`config.mk`:
```
export PLATFORM = sky130hd
export DESIGN_NAME = sa_psum_deskew
export DESIGN_NICKNAME = d
export VERILOG_FILES = /design/src/rtl/sa_pkg.sv /design/src/rtl/sa_row_fifo.sv /design/src/rtl/sa_psum_deskew.sv
export SDC_FILE = /design/constraint.sdc
export NUM_CORES = 1
export LEC_CHECK = 0
export BUFFER_PORTS_ARGS = -buffer_cell sky130_fd_sc_hd__buf_4
export CORE_MARGIN = 5
export CORE_UTILIZATION = 60
export CTS_BUF_LIST = sky130_fd_sc_hd__clkbuf_8
export CTS_CLUSTER_DIAMETER = 50
export DETAILED_ROUTE_END_ITERATION = 8
export PLACE_DENSITY = 0.79
export REMOVE_ABC_BUFFERS = 1
export SKIP_LAST_GASP = 1
export SLEW_MARGIN = 5
export SYNTH_ARGS = -nofsm -noshare
export SYNTH_HDL_FRONTEND = slang
export SYNTH_SLANG_ARGS = --single-unit
```
`constraint.sdc`:
```
create_clock -name clk -period 9.18 [get_ports clk]
set_input_delay 0.459 -clock clk [delete_from_list [all_inputs] [get_ports clk]]
set_output_delay 0.459 -clock clk [all_outputs]
set_load 0.01 [all_outputs]
```
`src/rtl/sa_pkg.sv`:
```
`default_nettype none
// ============================================================================
// Module      : sa_pkg
// Description : Shared types for the systolic-array drain path: one psum
//               column word, one full output row, the deskew FSM state
//               encoding and the width helper for row counters.
// Revision    : 1.0 - initial release
// ============================================================================
package sa_pkg;

    localparam int ADD_DATAWIDTH = 8;   // psum width per column, signed
    localparam int NUM_COLS      = 4;   // systolic width

    typedef logic [ADD_DATAWIDTH-1:0] psum_t;
    typedef psum_t [NUM_COLS-1:0]     row_t;

    typedef enum logic [1:0] {
        IDLE    = 2'd0,
        WAIT    = 2'd1,
        CAPTURE = 2'd2,
        DRAIN   = 2'd3
    } deskew_state_e;

    // Bits needed to hold the values 0..max_val.
    function automatic int cnt_width(input int max_val);
        return (max_val < 1) ? 1 : $clog2(max_val + 1);
    endfunction

endpackage
`default_nettype wire

```
`src/rtl/sa_row_fifo.sv`:
```
`default_nettype none
// ============================================================================
// Module      : sa_row_fifo
// Description : Synchronous FIFO of whole output rows. A push into a full
//               FIFO is accepted when a pop happens in the same cycle. The
//               head row is visible combinationally and reads as zero while
//               the FIFO is empty.
// Ports       : clk, rst     - clock, synchronous active-high reset
//               i_push       - write i_data (honoured if not full or popping)
//               i_pop        - remove head (ignored when empty)
//               i_data       - row to write
//               o_data       - head row
//               o_full       - DEPTH rows stored
//               o_empty      - no rows stored
// Revision    : 1.0 - initial release
// ============================================================================
module sa_row_fifo
    import sa_pkg::*;
#(
    parameter int DEPTH = 8     // power of 2, >= 2
) (
    input  logic clk,
    input  logic rst,
    input  logic i_push,
    input  logic i_pop,
    input  row_t i_data,
    output row_t o_data,
    output logic o_full,
    output logic o_empty
);

    localparam int             c_AW      = $clog2(DEPTH);
    localparam logic [c_AW:0]  c_PTR_ONE = 1;

    row_t            r_mem [DEPTH];
    logic [c_AW:0]   r_wr_ptr;
    logic [c_AW:0]   r_rd_ptr;
    logic            w_do_push;
    logic            w_do_pop;

    // Pointers carry one extra wrap bit so full and empty are distinguishable.
    assign o_empty   = (r_wr_ptr == r_rd_ptr);
    assign o_full    = (r_wr_ptr[c_AW] != r_rd_ptr[c_AW]) &&
                       (r_wr_ptr[c_AW-1:0] == r_rd_ptr[c_AW-1:0]);
    assign w_do_pop  = i_pop && !o_empty;
    assign w_do_push = i_push && (!o_full || w_do_pop);

    always_ff @(posedge clk) begin
        if (rst) begin
            r_wr_ptr <= '0;
            r_rd_ptr <= '0;
        end else begin
            if (w_do_push) r_wr_ptr <= r_wr_ptr + c_PTR_ONE;
            if (w_do_pop)  r_rd_ptr <= r_rd_ptr + c_PTR_ONE;
        end
    end

    always_ff @(posedge clk) begin
        if (w_do_push) r_mem[r_wr_ptr[c_AW-1:0]] <= i_data;
    end

    assign o_data = o_empty ? '0 : r_mem[r_rd_ptr[c_AW-1:0]];

endmodule
`default_nettype wire

```
`src/rtl/sa_psum_deskew.sv`:
```
`default_nettype none
// ============================================================================
// Module      : sa_psum_deskew
// Description : Drain-side collector for the systolic array. Column c of the
//               psum stream lags column c-1 by one cycle; this block delays
//               each column so a whole row lines up, captures M rows after
//               i_start and buffers them in a row FIFO drained over
//               o_valid/i_ready.
// Config      : SA_DESKEW_RELU_EN - when defined, negative column values are
//               clamped to zero at the FIFO input; otherwise data is bit-exact.
// Ports       : clk, rst    - clock, synchronous active-high reset
//               i_start     - one-cycle start pulse (ignored unless idle)
//               i_num_rows  - M, rows to capture, latched on i_start
//               i_psum      - skewed psum columns from the array
//               o_row       - aligned row at the FIFO head
//               o_valid     - o_row holds a row
//               i_ready     - consumer accepts o_row
//               o_busy      - capture/drain in progress
//               o_done      - one-cycle pulse when all rows are out
//               o_overflow  - sticky, a row was dropped on a full FIFO
// Revision    : 1.0 - initial release
// ============================================================================
module sa_psum_deskew
    import sa_pkg::*;
#(
    parameter  int ARRAY_LAT  = 4,
    parameter  int FIFO_DEPTH = 8,
    parameter  int MAX_ROWS   = 255,
    localparam int CNT_W      = cnt_width(MAX_ROWS)
) (
    input  logic             clk,
    input  logic             rst,
    input  logic             i_start,
    input  logic [CNT_W-1:0] i_num_rows,
    input  row_t             i_psum,
    output row_t             o_row,
    output logic             o_valid,
    input  logic             i_ready,
    output logic             o_busy,
    output logic             o_done,
    output logic             o_overflow
);

    // WAIT is entered one cycle after i_start, so loading LAT+COLS-2 and
    // leaving when the count is about to reach zero makes the first CAPTURE
    // cycle coincide with the alignment of row 0.
    localparam int                 c_WAIT_W    = $clog2(ARRAY_LAT + NUM_COLS);
    localparam logic [c_WAIT_W-1:0] c_WAIT_LOAD = c_WAIT_W'(ARRAY_LAT + NUM_COLS - 2);
    localparam logic [c_WAIT_W-1:0] c_WAIT_ONE  = 1;
    localparam logic [CNT_W-1:0]   c_ROW_ONE   = 1;

    deskew_state_e       r_state;
    deskew_state_e       w_state_nxt;
    logic [c_WAIT_W-1:0] r_wait_cnt;
    logic [CNT_W-1:0]    r_num_rows;
    logic [CNT_W-1:0]    r_row_cnt;
    logic                r_overflow;

    row_t                w_aligned;
    row_t                w_fifo_in;
    logic                w_fifo_full;
    logic                w_fifo_empty;
    logic                w_push;
    logic                w_pop;
    logic                w_drop;
    logic                w_last_row;

    // ------------------------------------------------------------------
    // Deskew: column c is delayed NUM_COLS-1-c cycles; last column is direct.
    // ------------------------------------------------------------------
    for (genvar c = 0; c < NUM_COLS; c++) begin : g_col
        localparam int c_STAGES = NUM_COLS - 1 - c;
        if (c_STAGES == 0) begin : g_direct
            assign w_aligned[c] = i_psum[c];
        end else begin : g_delay
            psum_t r_dly [c_STAGES];
            always_ff @(posedge clk) begin
                if (rst) begin
                    for (int s = 0; s < c_STAGES; s++) r_dly[s] <= '0;
                end else begin
                    r_dly[0] <= i_psum[c];
                    for (int s = 1; s < c_STAGES; s++) r_dly[s] <= r_dly[s-1];
                end
            end
            assign w_aligned[c] = r_dly[c_STAGES-1];
        end
`ifdef SA_DESKEW_RELU_EN
        assign w_fifo_in[c] = w_aligned[c][ADD_DATAWIDTH-1] ? '0 : w_aligned[c];
`else
        assign w_fifo_in[c] = w_aligned[c];
`endif
    end

    // ------------------------------------------------------------------
    // Row FIFO
    // ------------------------------------------------------------------
    assign w_push = (r_state == CAPTURE);
    assign w_pop  = !w_fifo_empty && i_ready;
    assign w_drop = w_push && w_fifo_full && !w_pop;

    sa_row_fifo #(
        .DEPTH   (FIFO_DEPTH)
    ) u_fifo (
        .clk     (clk),
        .rst     (rst),
        .i_push  (w_push),
        .i_pop   (i_ready),
        .i_data  (w_fifo_in),
        .o_data  (o_row),
        .o_full  (w_fifo_full),
        .o_empty (w_fifo_empty)
    );

    // ------------------------------------------------------------------
    // FSM
    // ------------------------------------------------------------------
    assign w_last_row = (r_row_cnt == (r_num_rows - c_ROW_ONE));

    always_comb begin
        w_state_nxt = r_state;
        case (r_state)
            IDLE:    if (i_start) w_state_nxt = (i_num_rows == '0) ? DRAIN : WAIT;
            WAIT:    if (r_wait_cnt <= c_WAIT_ONE) w_state_nxt = CAPTURE;
            CAPTURE: if (w_last_row) w_state_nxt = DRAIN;
            DRAIN:   if (w_fifo_empty) w_state_nxt = IDLE;
            default: w_state_nxt = IDLE;
        endcase
    end

    always_ff @(posedge clk) begin
        if (rst) begin
            r_state    <= IDLE;
            r_wait_cnt <= '0;
            r_num_rows <= '0;
            r_row_cnt  <= '0;
            r_overflow <= 1'b0;
        end else begin
            r_state <= w_state_nxt;
            case (r_state)
                IDLE: begin
                    if (i_start) begin
                        r_num_rows <= i_num_rows;
                        r_wait_cnt <= c_WAIT_LOAD;
                        r_row_cnt  <= '0;
                    end
                end
                WAIT: begin
                    if (r_wait_cnt != '0) r_wait_cnt <= r_wait_cnt - c_WAIT_ONE;
                end
                CAPTURE: begin
                    // Saturating so a stray extra cycle can never wrap to 0.
                    if (r_row_cnt != '1) r_row_cnt <= r_row_cnt + c_ROW_ONE;
                end
                default: ;
            endcase
            if (w_drop) r_overflow <= 1'b1;
        end
    end

    assign o_valid    = !w_fifo_empty;
    assign o_busy     = (r_state != IDLE);
    assign o_done     = (r_state == DRAIN) && w_fifo_empty;
    assign o_overflow = r_overflow;

endmodule
`default_nettype wire

```
Word level (Yosys, flattened, before mapping)
Memory sizes are Yosys's and may differ from the RTL's. A register that Yosys moved wholly into a read port is not among the register bits.
Cells that the tools add are included.
- add/subtract/negate cells: 5
- magnitude comparators: 1
- equal/unequal tests: 14
- mux-type cells: 27
- bitwise gates (word level): 5
- reduce and logical (&&, ||, !) cells: 21
- operator list (operator ; count):
    two-way mux 8 bit ; 8
    two-way mux 32 bit ; 1
    case mux 8 bit (2 select lines) ; 1
    two-way mux 3 bit ; 4
    two-way mux 2 bit ; 5
    != test 2 bit, second input constant ; 5
    adder 4 x 1 -> 4 bit, second input constant ; 2
    adder 8 x 1 -> 8 bit, second input constant ; 1
    equality test 8 bit ; 1
    logical NOT 8 bit ; 1
    != test 8 bit, second input constant ; 1
    case mux 2 bit (4 select lines) ; 1
    OR reduction 8 bit ; 1
    subtractor 8 x 1 -> 8 bit, second input constant ; 1
    logical AND 1 bit ; 6
    two-way mux 1 bit ; 6
    case mux 3 bit (2 select lines) ; 1
    AND reduction 3 bit ; 2
    nonzero test 2 bit ; 3
    OR 1 bit ; 5
    equality test 2 bit, second input constant ; 2
    equality test 4 bit ; 1
    AND reduction 4 bit ; 1
    equality test 3 bit ; 1
    other kinds (10) ; 12
- register bits after elaboration: 30
- bits in writable memories: 304
- input bits: 44
- output and inout bits: 36
- word-level logic and storage cells: 84
- memories: 4
- memory list (name ; words ; bits a word ; read ports ; clocked after memory_dff ; wr ports ; RTL line ; RTL):
    u_fifo.r_mem ; 8 ; 32 ; 1 ; 1 ; 1 ; sa_row_fifo.sv:35 ; row_t r_mem [DEPTH];
    g_col[0].g_delay.r_dly ; 3 ; 8 ; 3 ; 0 ; 3 ; sa_psum_deskew.sv:76 ; psum_t r_dly [c_STAGES];
    g_col[1].g_delay.r_dly ; 2 ; 8 ; 2 ; 0 ; 2 ; sa_psum_deskew.sv:76 ;
    g_col[2].g_delay.r_dly ; 1 ; 8 ; 1 ; 0 ; 1 ; sa_psum_deskew.sv:76 ;

Longest topological paths before layout
- depth after elaboration: 7
- depth in mapped cells: 10
- mapped depth without buffers: 8

Cells and area by module
A second synthesis with hierarchy kept.
- cells, all modules: 739
- area, all modules: 12995.0 um^2
- modules (own cells, without submodules) (module ; instances ; cells each ; area each (um^2) ; seq. area each (um^2)):
    sa_row_fifo ; 1 ; 477 ; 10393.7 ; 7907.6
    sa_psum_deskew ; 1 ; 262 ; 2601.2 ; 1401.3

Worst setup path after synthesis
Ideal clock, no wire load.
- path type: register to register
- start: reg r_state[0]
- end: mem u_fifo.r_mem[4][0] in the netlist's numbering, enable pin
- setup time: 461 ps
- arrival: 3445 ps
- required time: 8719 ps
- path slack: 5274 ps
- stages on the path, launching flop included: 7
- buffers on the path: 1
- period minus slack after synthesis: 3906 ps
- path through: dfxtp_1 > inv_1 > ha_1 > clkbuf_1 > o31a_1 > nand2_1 > nor3_1
- cells in the longest elaborated chain, start to end: 4
- ends and longest elaborated chain (what ; RTL line ; RTL):
    from (decl) ; sa_psum_deskew.sv:52 ; deskew_state_e r_state;
    from (signal assigned) ; sa_psum_deskew.sv:138 ; r_state <= w_state_nxt;
    equality test 2 bit ; sa_psum_deskew.sv:97 ; assign w_push = (r_state == CAPTURE);
    logical AND 1 bit ; sa_row_fifo.sv:46 ; assign w_do_push = i_push && (!o_full || w_do_pop);
    two-way mux 1 bit ; sa_row_fifo.sv:59 ; if (w_do_push) r_mem[r_wr_ptr[c_AW-1:0]] <= i_data;
    two-way mux 1 bit (implied by the code) ; sa_row_fifo.sv:59 ;
    to (decl) ; sa_row_fifo.sv:35 ;
No other way between the ends.

==> out/metrics.yaml <==
setup_ws_ns: 5.688
startpoint_type: "flip-flop"
synth_edf_count: 256
ys.flop_type: "edfxtp_1"
grt_pass1_vias: 7184
holdWs_ns: 0.1062
slew_viol_final: 0
place.gp.congestion: 0.8385
core_area_sq_um: 21020
irDropWorstVdd_v: 0.0002225
cts_inserted_buffers: 49
leakage_uw: 0.004989
die_w_um: 156.0
layout-drive-gt1-share_pct: 26.20
wl_um: 23910
setup_viol: 0
hpwl_um: 13400
layout_commonest_cell: "edfxtp_1"
initial_core_util_pct: 60.82
maxCapViolations: 0
hold_violations: 0
rrSetupSlack_ns: 5.98
antenna_found_initial: 0
r2r-start: "u_fifo.r_wr_ptr[0]"
worst_path_most_repeated_cell: "buf_4"
drc: 0
worst_pin_slew_ns: 1.083
min_period_ns: 3.492
final_cell_mix: "edfxtp_1 (256), buf_4 (89), dfxtp_1 (78)"
vias: 6614
cp.arrival_ns: 3.03
ioPinCount: 80
cts_tree: "done"
outcome: "finished clean"
dieArea_sq_um: 24330
seq_area_frac_synth_pct: 72.81
overflow: 0
cts_sinks: 337
yosysWarnings: 0
clkTransAtPathRegs_ns: 0.06
skew_ns: 0.04388
io_buffers: 79
rows: 53
placed_area_sq_um: 13720
netlist_instances: 734
detail-route-antenna-nets: 0
clock_latency_ns: 0.57
ctsHtreeMaxLevel: 2
period_share_pct: 38.04
tns_ns: 0
die_y_um: 156.0
max_freq_ghz: 0.2864
clock-root-buffer: "clkbuf_8"
via_per_inst: 5.736
clock_path_buffers: 3
r2r_end: "r_state[1]"
critPathMaxStageDelay_ns: 0.74
final_area_sq_um: 14650
async_reset_ff_share_pct: 0
path_max_fanout: 34
grt_max_degree: 74
grt_pass1_wl_um: 38290
nets: 893
diodes: 0
fillers: 1325
min_from: "i_psum[16]"
crit_chain: "buf_4, mux4_2, mux2i_1, nor2_1, buf_4"
dr.pass1.iters: 5
ys_ff_latch: 337
slew_headroom_pct: 27.62
post-place-ws_ns: 5.971
worst_path_max_delay_cell: "dfxtp_4"
ctsResizeCount: 0
syn_area_sq_um: 12780
wire_per_inst_um: 20.73
yosysUniqueCellTypes: 45
track_usage_pct: 20.38
hold_path.class: "in -> reg"
holdPathEnd: "g_col[2].g_delay.r_dly[0][0]"
rsz0062_at_grt: "no"
worstSetupPathType: "reg -> out"
drt-initial-drc-count: 401
cp.required_ns: 8.72
critPathBufInv: 2
end_kind: "primary output"
post_cts_buffers: 0
avgSynthCellArea_sq_um: 17.42
power.density_nw_per_um2: 263.9
reg2regPathDepth: 7
cp_top_family: "buffers and inverters"
hold_buffers: 0
min_path_cells: 2
area_growth_pct: 14.57
cell families (layout without fill, tap and decap cells):
logic type                 after synthesis  after routing  synth area share (%)
muxes                                   99             99                 14.03
xor gates and xnor gates                23             23                 1.576
adders and majority gates               12             12                 1.174
AOI/OAI and AO/OA                       41             41                 2.173
and+or+nand+nor                        174            174                 6.782
DFF                                    337            337                 72.81
buffers and inverters                   48            192                 1.448
worst max-delay path by stage:
| stage | from | endpoint | slack, ns | cells after the start |
|---|---|---|---|---|
| after CTS | flip-flop | o_row[26] | 5.57 | 5 |
| final | flip-flop | o_row[26] | 5.69 | 5 |
| after floorplan | flip-flop | o_row[0] | 5.12 | 3 |
| after detailed placement | u_fifo.r_wr_ptr[0] | r_state[1] | 5.97 | 7 |
| after global placement | u_fifo.r_wr_ptr[0] | r_state[0] | 6.12 | 7 |
| after global routing | flip-flop | o_row[21] | 5.38 | 5 |
synthesized netlist by cell type, drive strengths merged (13+ instances only):
library cell  number  share of area (%)
buf               13               0.42
a21oi             17               0.67
clkbuf            24               0.70
nand3             13               0.51
nand2             22               0.65
xnor2             15                1.0
mux4              64                 11
mux2i             33                2.6
nor2b             49                2.4
nor2              62                1.8
dfxtp             81                 13
edfxtp           256                 60
metal layers:
layer,vias up,wire length (um),track usage (%)
met3,39,1399,4.078
met1,3366,9368,25.91
met5,-,0,0
li1,3011,-,-
met4,0,424,5.877
met2,198,12710,35.93
final cells by class:
cell class                 count  area, sq um  area share (%)
tap                          275        344.1           2.349
clock inverter                36        152.6           1.042
inverter                      11        41.29          0.2819
clock buffer                  56        770.7           5.262
sequential                   337         9318           63.61
timing repair buffer          89        668.1           4.561
multi-input combinational    349         3353           22.89
registers in the layout, summed over array words and instances, names as in the netlist, named ones only:
register / cells
o_overflow: 1
r_wait_cnt: 3
u_fifo.r_mem: 256
g_col.g_delay.r_dly: 48
u_fifo.r_rd_ptr: 4
u_fifo.r_wr_ptr: 4
r_num_rows: 8
r_state: 2
r_row_cnt: 8
through the flow:
| step | cells | util, % | total power, uW |
|---|---|---|---|
| 3_5_place_dp | 1061 | 65.29 | 2828 |
| 6_report | 1153 | 69.68 | 3866 |
| 5_1_grt | 1153 | 69.68 | 4073 |
| 3_3_place_gp | 1061 | 65.29 | 2786 |
| 2_1_floorplan | 697 | - | 2469 |
| 4_1_cts | 1153 | 69.68 | 3912 |
where the power goes:
part,internal [uW],switching [uW],leakage (uW)
sequential,1740,97.7,0.00301
clock,558,526,0.000563
combinational,467,482,0.00141
total,2760,1110,0.00499
(Power assumes the default switching activity.)
